### config.mk
export PLATFORM = sky130hd
export DESIGN_NAME = rock_scheduler
export DESIGN_NICKNAME = d
export VERILOG_FILES = /design/src/rtl/game_pkg.sv /design/src/rtl/move_divider.sv /design/src/rtl/rock_scheduler.sv
export SDC_FILE = /design/constraint.sdc
export NUM_CORES = 1
export LEC_CHECK = 0
export CAP_MARGIN = 0
export CORE_MARGIN = 3
export CORE_UTILIZATION = 45
export CTS_BUF_LIST = sky130_fd_sc_hd__clkbuf_16
export DETAILED_ROUTE_END_ITERATION = 6
export PLACE_DENSITY = 0.68
export SETUP_SLACK_MARGIN = 0.05
export SYNTH_ARGS = -nofsm -noshare
export SYNTH_HDL_FRONTEND = slang
export SYNTH_SLANG_ARGS = --single-unit
### constraint.sdc
create_clock -name clk -period 6.1 [get_ports clk]
set_input_delay 1.83 -clock clk [delete_from_list [all_inputs] [get_ports clk]]
set_output_delay 1.83 -clock clk [all_outputs]
set_load 0.05 [all_outputs]
### src/rtl/game_pkg.sv
// Shared definitions for the rock scheduler: state encoding, game constants
// and a popcount helper used to score multi-slot shot pulses.
package game_pkg;

  typedef enum logic [1:0] {
    ST_IDLE = 2'd0,
    ST_RUN  = 2'd1,
    ST_HIT  = 2'd2,
    ST_OVER = 2'd3
  } game_state_e;

  localparam logic [1:0]  LIVES_INIT = 2'd3;
  localparam logic [2:0]  MOVE_BASE  = 3'd4;
  localparam logic [1:0]  MAX_LEVEL  = 2'd3;
  localparam logic [13:0] SCORE_MAX  = 14'd16383;

  function automatic logic [5:0] popcount32(input logic [31:0] v);
    logic [5:0] c;
    c = 6'd0;
    for (int i = 0; i < 32; i++) begin
      c = c + {5'd0, v[i]};
    end
    return c;
  endfunction

endpackage

### src/rtl/move_divider.sv
// Frame-tick divider producing the rock move strobe; the interval is sampled
// only on restart or reload, so a level change waits for the next period.
module move_divider
  import game_pkg::*;
(
  input  logic       clk_i,
  input  logic       rst_i,
  input  logic       frame_tick_i,
  input  logic [2:0] interval_i,
  input  logic       restart_i,
  output logic       strobe_o
);

  logic [2:0] cnt_q, cnt_d;
  logic [2:0] ivl_q, ivl_d;

  // Next count, latched interval and strobe; a tick during restart counts as the first.
  always_comb begin
    cnt_d    = cnt_q;
    ivl_d    = ivl_q;
    strobe_o = 1'b0;
    if (restart_i) begin
      cnt_d = frame_tick_i ? 3'd1 : 3'd0;
      ivl_d = interval_i;
    end else if (frame_tick_i) begin
      if ((cnt_q + 3'd1) == ivl_q) begin
        strobe_o = 1'b1;
        cnt_d    = 3'd0;
        ivl_d    = interval_i;
      end else begin
        cnt_d = cnt_q + 3'd1;
      end
    end else begin
      cnt_d = cnt_q;
    end
  end

  // Divider state register.
  always_ff @(posedge clk_i) begin
    if (rst_i) begin
      cnt_q <= 3'd0;
      ivl_q <= MOVE_BASE;
    end else begin
      cnt_q <= cnt_d;
      ivl_q <= ivl_d;
    end
  end

endmodule

### src/rtl/rock_scheduler.sv
// Game sequencer for the rock movers: spawns slots, paces their movement by
// level, tracks score/lives and handles the post-collision pause.
module rock_scheduler
  import game_pkg::*;
#(
  parameter int NROCKS     = 4,
  parameter int SPAWN_GAP  = 60,
  parameter int LEVEL_STEP = 16,
  parameter int HIT_FRAMES = 120
) (
  input  logic              clk,
  input  logic              rst,
  input  logic              frame_tick,
  input  logic              start,
  input  logic              planehit,
  input  logic [NROCKS-1:0] shot,
  output logic [NROCKS-1:0] rock_move,
  output logic [NROCKS-1:0] rock_rst,
  output logic [1:0]        level,
  output logic [13:0]       score,
  output logic [1:0]        lives,
  output logic [1:0]        game_state
);

  localparam int IW = $clog2(NROCKS + 1);
  localparam int SW = $clog2(SPAWN_GAP + 1);
  localparam int HW = $clog2(HIT_FRAMES + 1);
  localparam int AW = $clog2(LEVEL_STEP + 1);

  game_state_e       state_q, state_d;
  logic [13:0]       score_q, score_d;
  logic [1:0]        lives_q, lives_d;
  logic [1:0]        level_q, level_d;
  logic [AW-1:0]     acc_q, acc_d;
  logic [NROCKS-1:0] active_q, active_d;
  logic [IW-1:0]     spawn_idx_q, spawn_idx_d;
  logic [SW-1:0]     spawn_cnt_q, spawn_cnt_d;
  logic [HW-1:0]     hit_cnt_q, hit_cnt_d;
  logic [NROCKS-1:0] rock_move_q, rock_rst_q;

  logic [5:0]        pc_s;
  logic [14:0]       score_sum_s;
  logic [7:0]        acc_sum_s;
  logic [2:0]        interval_s;
  logic              div_restart_s, div_tick_s, div_strobe_s;
  logic [IW-1:0]     sp_idx_s;
  logic [SW-1:0]     sp_cnt_s;
  logic [NROCKS-1:0] sp_act_s;
  logic              sp_tick_s;

  assign pc_s        = popcount32(32'(shot));
  assign score_sum_s = {1'b0, score_q} + {9'd0, pc_s};
  assign acc_sum_s   = 8'(acc_q) + {2'd0, pc_s};
  // Leaving IDLE always starts at level 0, whatever the previous game reached.
  assign interval_s  = (state_q == ST_IDLE) ? MOVE_BASE : (MOVE_BASE - {1'b0, level_q});

  move_divider u_move_divider (
    .clk_i        (clk),
    .rst_i        (rst),
    .frame_tick_i (div_tick_s),
    .interval_i   (interval_s),
    .restart_i    (div_restart_s),
    .strobe_o     (div_strobe_s)
  );

  // Next-state logic; a tick on a transition cycle is applied to the entered state.
  always_comb begin
    state_d       = state_q;
    score_d       = score_q;
    lives_d       = lives_q;
    level_d       = level_q;
    acc_d         = acc_q;
    hit_cnt_d     = hit_cnt_q;
    sp_idx_s      = spawn_idx_q;
    sp_cnt_s      = spawn_cnt_q;
    sp_act_s      = active_q;
    sp_tick_s     = 1'b0;
    div_restart_s = 1'b1;
    div_tick_s    = 1'b0;
    case (state_q)
      ST_IDLE: begin
        if (start) begin
          state_d    = ST_RUN;
          score_d    = 14'd0;
          lives_d    = LIVES_INIT;
          level_d    = 2'd0;
          acc_d      = {AW{1'b0}};
          hit_cnt_d  = {HW{1'b0}};
          sp_idx_s   = {IW{1'b0}};
          sp_cnt_s   = {SW{1'b0}};
          sp_act_s   = {NROCKS{1'b0}};
          sp_tick_s  = frame_tick;
          div_tick_s = frame_tick;
        end else begin
          state_d = ST_IDLE;
        end
      end
      ST_RUN: begin
        score_d = (score_sum_s > {1'b0, SCORE_MAX}) ? SCORE_MAX : score_sum_s[13:0];
        if (acc_sum_s >= 8'(LEVEL_STEP)) begin
          acc_d   = AW'(acc_sum_s - 8'(LEVEL_STEP));
          level_d = (level_q == MAX_LEVEL) ? MAX_LEVEL : (level_q + 2'd1);
        end else begin
          acc_d = AW'(acc_sum_s);
        end
        if (planehit) begin
          state_d   = ST_HIT;
          lives_d   = lives_q - 2'd1;
          sp_act_s  = {NROCKS{1'b0}};
          hit_cnt_d = frame_tick ? HW'(1) : HW'(0);
        end else begin
          div_restart_s = 1'b0;
          div_tick_s    = frame_tick;
          sp_tick_s     = frame_tick;
        end
      end
      ST_HIT: begin
        if (frame_tick) begin
          if (hit_cnt_q == HW'(HIT_FRAMES - 1)) begin
            hit_cnt_d = {HW{1'b0}};
            state_d   = (lives_q != 2'd0) ? ST_RUN : ST_OVER;
            sp_idx_s  = {IW{1'b0}};
            sp_cnt_s  = {SW{1'b0}};
          end else begin
            hit_cnt_d = hit_cnt_q + HW'(1);
          end
        end else begin
          hit_cnt_d = hit_cnt_q;
        end
      end
      ST_OVER: state_d = start ? ST_IDLE : ST_OVER;
      default: state_d = ST_IDLE;
    endcase

    active_d    = sp_act_s;
    spawn_idx_d = sp_idx_s;
    spawn_cnt_d = sp_cnt_s;
    if (sp_tick_s && (sp_idx_s < IW'(NROCKS))) begin
      if ((sp_idx_s == {IW{1'b0}}) || (sp_cnt_s == SW'(SPAWN_GAP - 1))) begin
        for (int i = 0; i < NROCKS; i++) begin
          active_d[i] = sp_act_s[i] | (sp_idx_s == IW'(i));
        end
        spawn_idx_d = sp_idx_s + IW'(1);
        spawn_cnt_d = {SW{1'b0}};
      end else begin
        spawn_cnt_d = sp_cnt_s + SW'(1);
      end
    end else begin
      spawn_cnt_d = sp_cnt_s;
    end
  end

  // State, counters and registered per-slot outputs.
  always_ff @(posedge clk) begin
    if (rst) begin
      state_q     <= ST_IDLE;
      score_q     <= 14'd0;
      lives_q     <= LIVES_INIT;
      level_q     <= 2'd0;
      acc_q       <= {AW{1'b0}};
      active_q    <= {NROCKS{1'b0}};
      spawn_idx_q <= {IW{1'b0}};
      spawn_cnt_q <= {SW{1'b0}};
      hit_cnt_q   <= {HW{1'b0}};
      rock_move_q <= {NROCKS{1'b0}};
      rock_rst_q  <= {NROCKS{1'b1}};
    end else begin
      state_q     <= state_d;
      score_q     <= score_d;
      lives_q     <= lives_d;
      level_q     <= level_d;
      acc_q       <= acc_d;
      active_q    <= active_d;
      spawn_idx_q <= spawn_idx_d;
      spawn_cnt_q <= spawn_cnt_d;
      hit_cnt_q   <= hit_cnt_d;
      rock_move_q <= div_strobe_s ? active_q : {NROCKS{1'b0}};
      rock_rst_q  <= (state_d == ST_RUN) ? ~active_d : {NROCKS{1'b1}};
    end
  end

  assign rock_move  = rock_move_q;
  assign rock_rst   = rock_rst_q;
  assign level      = level_q;
  assign score      = score_q;
  assign lives      = lives_q;
  assign game_state = state_q;

endmodule

Word level (Yosys, flattened, before mapping)
Cells that the tools add are included.
- add/sub/neg operators: 13
- multiply operators: 0
- divide/modulo/power cells: 0
- magnitude comparators: 3
- eq/ne operators: 15
- shifts and indexed selects: 0
- multiplexer cells: 59
- bitwise logic cells: 7
- reduce and logical (&&, ||, !) cells: 16
- operator list (cell ; count):
    $mux W3 ; 12
    $mux W6 ; 5
    $mux W14 ; 2
    $mux W7 ; 4
    $pmux W14 S2 ; 1
    $pmux W7 S3 ; 1
    $mux W2 ; 10
    $mux W4 ; 4
    $add A14 B4 Y15 ; 1
    $gt A15 B14 Y1 const B ; 1
    $pmux W6 S2 ; 1
    $mux W1 ; 10
    $mux W5 ; 2
    $pmux W5 S2 ; 1
    $ne A2 B2 Y1 const B ; 4
    $pmux W2 S2 ; 2
    $pmux W2 S4 ; 1
    $pmux W4 S2 ; 1
    $reduce_bool A2 Y1 ; 4
    $add A7 B1 Y7 const B ; 1
    $eq A7 B7 Y1 const B ; 1
    $add A3 B1 Y3 const B ; 2
    $add A5 B4 Y6 ; 1
    $add A6 B1 Y6 const B ; 1
    other kinds (29) ; 40
- bits in registers: 59
- bits in latches: 0
- memory bits (writable): 0
- memory bits (read-only): 0
- input bits: 9
- output and inout bits: 28
- logic and storage cells: 126
- memories: 0

Logic depth before layout (Yosys ltp)
- depth after elaboration: 9
- gate-level depth with buffers: 13
- depth with buffers taken out: 12

Hierarchy
From an unflattened synthesis, not the netlist that was laid out.
- cell total of the unflattened synthesis: 412
- area, all modules: 3583.4 µm²
- by module, submodules not included (module ; instances ; cells each ; area an instance (µm²) ; sequential area each (µm²)):
    rock_scheduler ; 1 ; 372 ; 3198.1 ; 1061.0
    move_divider ; 1 ; 40 ; 385.4 ; 120.1

Least setup slack after synthesis
OpenSTA, ideal clock, no wires.
- path type: input to register
- from: in shot[0]
- to: reg score_q[13], in the netlist score[13]
- library setup time: 112 ps
- arrival: 4223 ps
- required time: 5988 ps
- slack: 1765 ps
- cell stages on the path: 9
- buffers on the path: 0
- cells stage by stage: fa_1 -> ha_1 -> ha_1 -> ha_1 -> a21oi_1 -> o21bai_1 -> nand4bb_4 -> o31a_1 -> a2111oi_1
- cells in the longest elaborated chain, start to end: 7
- ends and longest elaborated chain (element ; RTL line ; source):
    start: declaration ; rock_scheduler.sv:16 ; input logic [NROCKS-1:0] shot,
    $add A1 B1 Y2 (*) ; game_pkg.sv:21 ; c = c + {5'd0, v[i]};
    $add A2 B1 Y3 (*) ; game_pkg.sv:21 ;
    $add A3 B1 Y4 (*) ; game_pkg.sv:21 ;
    $add A14 B4 Y15 (*) ; rock_scheduler.sv:52 ; assign score_sum_s = {1'b0, score_q} + {9'd0, pc_s};
    $gt A15 B14 Y1 ; rock_scheduler.sv:99 ; score_d = (score_sum_s > {1'b0, SCORE_MAX}) ? SCORE_MAX : score_sum_s[13:0];
    $mux W14 (*) ; rock_scheduler.sv:99 ;
    $pmux W14 S2 (*) ; rock_scheduler.sv:80 ; case (state_q)
    end signal: assignment ; rock_scheduler.sv:169 ; score_q <= score_d;
    end: declaration ; rock_scheduler.sv:31 ; logic [13:0] score_q, score_d;
Every way passes the cells marked *; elsewhere a longest branch is shown, timed or not.
A chain may end at the register's enable or synchronous reset.

Worst setup path after layout
- from: in start
- to: reg rock_rst_q[3], in the netlist rock_rst[3]
- cells in the longest elaborated chain, start to end: 7
- elaborated cells between the ends (all ways): 24
- those cells by class: 1 x order compare; 3 x eq/ne; 13 x mux; 3 x bitwise; 4 x reduce/logical
- ends and longest elaborated chain (element ; RTL line ; source):
    start: declaration ; rock_scheduler.sv:14 ; input logic start,
    $mux W3 / $mux W6 (equally long branches) ; rock_scheduler.sv:82 ; if (start) begin
    $pmux W3 S2 / $pmux W6 S2 (equally long branches) ; rock_scheduler.sv:80 ;
    $eq A3 B2 Y1 (tied with other cells) ; rock_scheduler.sv:141 ; active_d[i] = sp_act_s[i] | (sp_idx_s == IW'(i));
    $or A1 B1 Y1 / $logic_or A1 B1 Y1 (equally long branches) ; rock_scheduler.sv:141, rock_scheduler.sv:139 ;
    $mux W4 ; rock_scheduler.sv:139 ; if ((sp_idx_s == {IW{1'b0}}) || (sp_cnt_s == SW'(SPAWN_GAP - 1))) begin
    $mux W4 ; rock_scheduler.sv:138 ; if (sp_tick_s && (sp_idx_s < IW'(NROCKS))) begin
    $not A4 Y4 ; rock_scheduler.sv:178 ; rock_rst_q <= (state_d == ST_RUN) ? ~active_d : {NROCKS{1'b1}};
    end signal: assignment ; rock_scheduler.sv:166 ; rock_rst_q <= {NROCKS{1'b1}};
    end signal: assignment ; rock_scheduler.sv:178 ;
    end: declaration ; rock_scheduler.sv:39 ; logic [NROCKS-1:0] rock_move_q, rock_rst_q;
Several ways; a longest one is shown, not always the timed one.

==> metrics.txt <==
Die Area=8890 um2; Reg-to-Reg Start=game_state[1]; mapped cell area=roughly 3500 um2; ant diodes=0; Synthesis Warnings=0; total grt overflow=0; Least-Margin Pin Slew=0.679 ns; Yosys top cell area share=0.337; Highest Clock Rate=0.211 GHz; crit path to=rock_rst[3]; H-tree depth=3; post-CTS setup buffer count=0; Async S/R FF share, synth=0; Final Wtd Congestion=~0.84; Initial Utilization=0.473; final WL=approximately 8.4 mm; Final Skew=0.00436 ns; Iteration-0 DRC Markers=between 150 and 200; vias in the first global route=3108; total CTS buffers=9; status=completed; flops & latches, synth=59; Core ar.=approximately 7400 um2; Startpoint Class=input pin; CTS tree=done; HP Start=active_q[1]; syn_area_per_cell=8.70 um2; largest net degree at the start of global routing=48; Post-Synthesis Cells=403; maximum VDD drop=0.129 mV; initial antenna violation count=0; Final ANT Viol Nets=0; Final setup violation count=0; Crit. End Element=register; Post-DP HPWL=5.79 mm; fin nets=471; setup slack after layout=1.36 ns; cell accounting for the most synthesized area=dfxtp_1; critical path arrival=~5 ns; Post-synth EDFFs=0; Top Ports=37; pre-CTS setup slack=1.08 ns; Hold Vio Cnt, Final=0; die height=94.3 um; synth-to-layout area growth=19.4%; r2r endpoint=rock_rst[3]; register area=approximately 1200 um2; fin. max-slew vios=0; P per Cell Area=244 nW/um2; IO buf count=36; CTS Hold Bufs=0; cell with the most instances after synthesis=dfxtp_1; fin crit share=0.776; Worst-path clk slew=roughly 0.05 ns; Placement Rows=31; CP required=6.31 ns; clock buffer depth=2; flop-to-flop setup slack=about 2.5 ns; CTS resizes=0; register area share after synthesis=0.337; total power=0.00102 W; GRT Total Usage=0.201; vias per inst=5.80; Synth Net Count=between 400 and 500; Critical path origin=start; R2R depth=11; Max-Cap Viols=0; Leak=1.51 nW; fillers=669; top_reg_cell synth=dfxtp_1; ratio of cells with drive above 1 in the final layout=0.0792; commonest cells in the netlist=dfxtp_1, nor2_1, nand2_1, a21oi_1, ha_1; Wirelength per Cell=~15 um; worst-skew pair later-pin latency=0.33 ns; footprint of the multi-input gates=2140 um2; first-pass GRT wire length=about 14 mm; unrepaired setup endpoints after global routing=no; setup_tns=0 ns; First-pass DRT Iterations=4; Rel. slew slack=0.547; leading post-synthesis cells by cell area=dfxtp_1, ha_1, a21oi_1, nor2_1, nand2_1; Worst Setup Path Type=input pin to register; CTS Sinks=59; root buf cell=clkbuf_16; total number of vias=3138; Unique masters post-synth=79; crit-path max FO=7; Worst Hold Class=register to register; fin crit period=4.74 ns; DRC=0; Die W=94.3 um
-- worst min-delay path by stage --
stage / slack, ns / end / cells after the start
global route: 0.48 / rock_move[3] / 1
global placement: 0.45 / u_move_divider.ivl_q[1] / 2
CTS: 0.46 / rock_move[1] / 1
floorplan: 0.43 / rock_move[0] / 1
finish: 0.46 / rock_move[1] / 1
detailed placement: 0.45 / rock_move[1] / 1
-- per-stage QoR --
step	area [um2]	utilization	hold WS [ns]	cells
floorplan	3510	-	0.430	403
global placement	3900	0.527	0.455	525
detailed placement	3900	0.527	0.446	525
CTS	4190	0.565	0.458	541
global route	4190	0.565	0.483	541
finish	4190	0.565	0.460	541
-- metal layers --
layer  wire length [um]  part of all wire  GRT usage  up-vias
met1               3600              0.43      0.239     1503
met5                  0                 0          0        -
li1                   -                 -          -     1551
met2               4270              0.51      0.348       71
met3                383             0.046     0.0609       13
met4                126             0.015     0.0626        0
-- cell families after synthesis --
logic type / share of synthesized area
buf+inv: 0.0521
fa+ha+maj: 0.0956
xor+xnor: 0.0243
flops: 0.337
compound gates: 0.227
simple gates: 0.247
mux: 0.0175
-- registers in the layout, summed over array words and instances (netlist names), 4 cells and up --
signal	cells
hit_cnt_q	7
score	14
active_q	4
rock_rst	4
rock_move	4
spawn_cnt_q	6
acc_q	5
-- cell type report --
type | instances | area share
clock buffer | 9 | 0.0538
clock inverter | 7 | 0.0143
inverter | 21 | 0.0188
multi-input combinational | 308 | 0.512
sequential | 59 | 0.282
tap | 99 | 0.0296
timing repair buffer | 38 | 0.0896
-- worst max-delay path: stages --
cell and delay (ns):
clkdlybuf4s50_1 0.57, nor2b_4 0.29, nor3_1 0.14, a21boi_0 0.39, ha_1 0.30, nand4_1 0.12, or2_2 0.30, o211ai_1 0.50
a32oi_1 0.23, or2_1 0.26
-- report_power, final --
| part | internal, W | switching (W) |
|---|---|---|
| combinational | 0.0000471 | 0.0000920 |
| sequential | 0.000393 | 0.00000624 |
| clock | 0.000310 | 0.000173 |
-- layout by cell type (no fill, tap or decap), types with 5 or more instances in the layout --
cell / count
ha_1: 22
inv_1: 21
o21ai_0: 20
nor3_1: 7
a21oi_1: 31
o32ai_1: 6
nor3b_1: 5
clkbuf_16: 9
nand4_1: 7
nand3_1: 13
clkdlybuf4s50_1: 36
o21bai_1: 5
nor2_1: 35
xor2_1: 5
a31oi_1: 7
dfxtp_1: 59
mux2i_1: 5
and2_1: 9
nand2_1: 33
(Power assumes the default switching activity.)
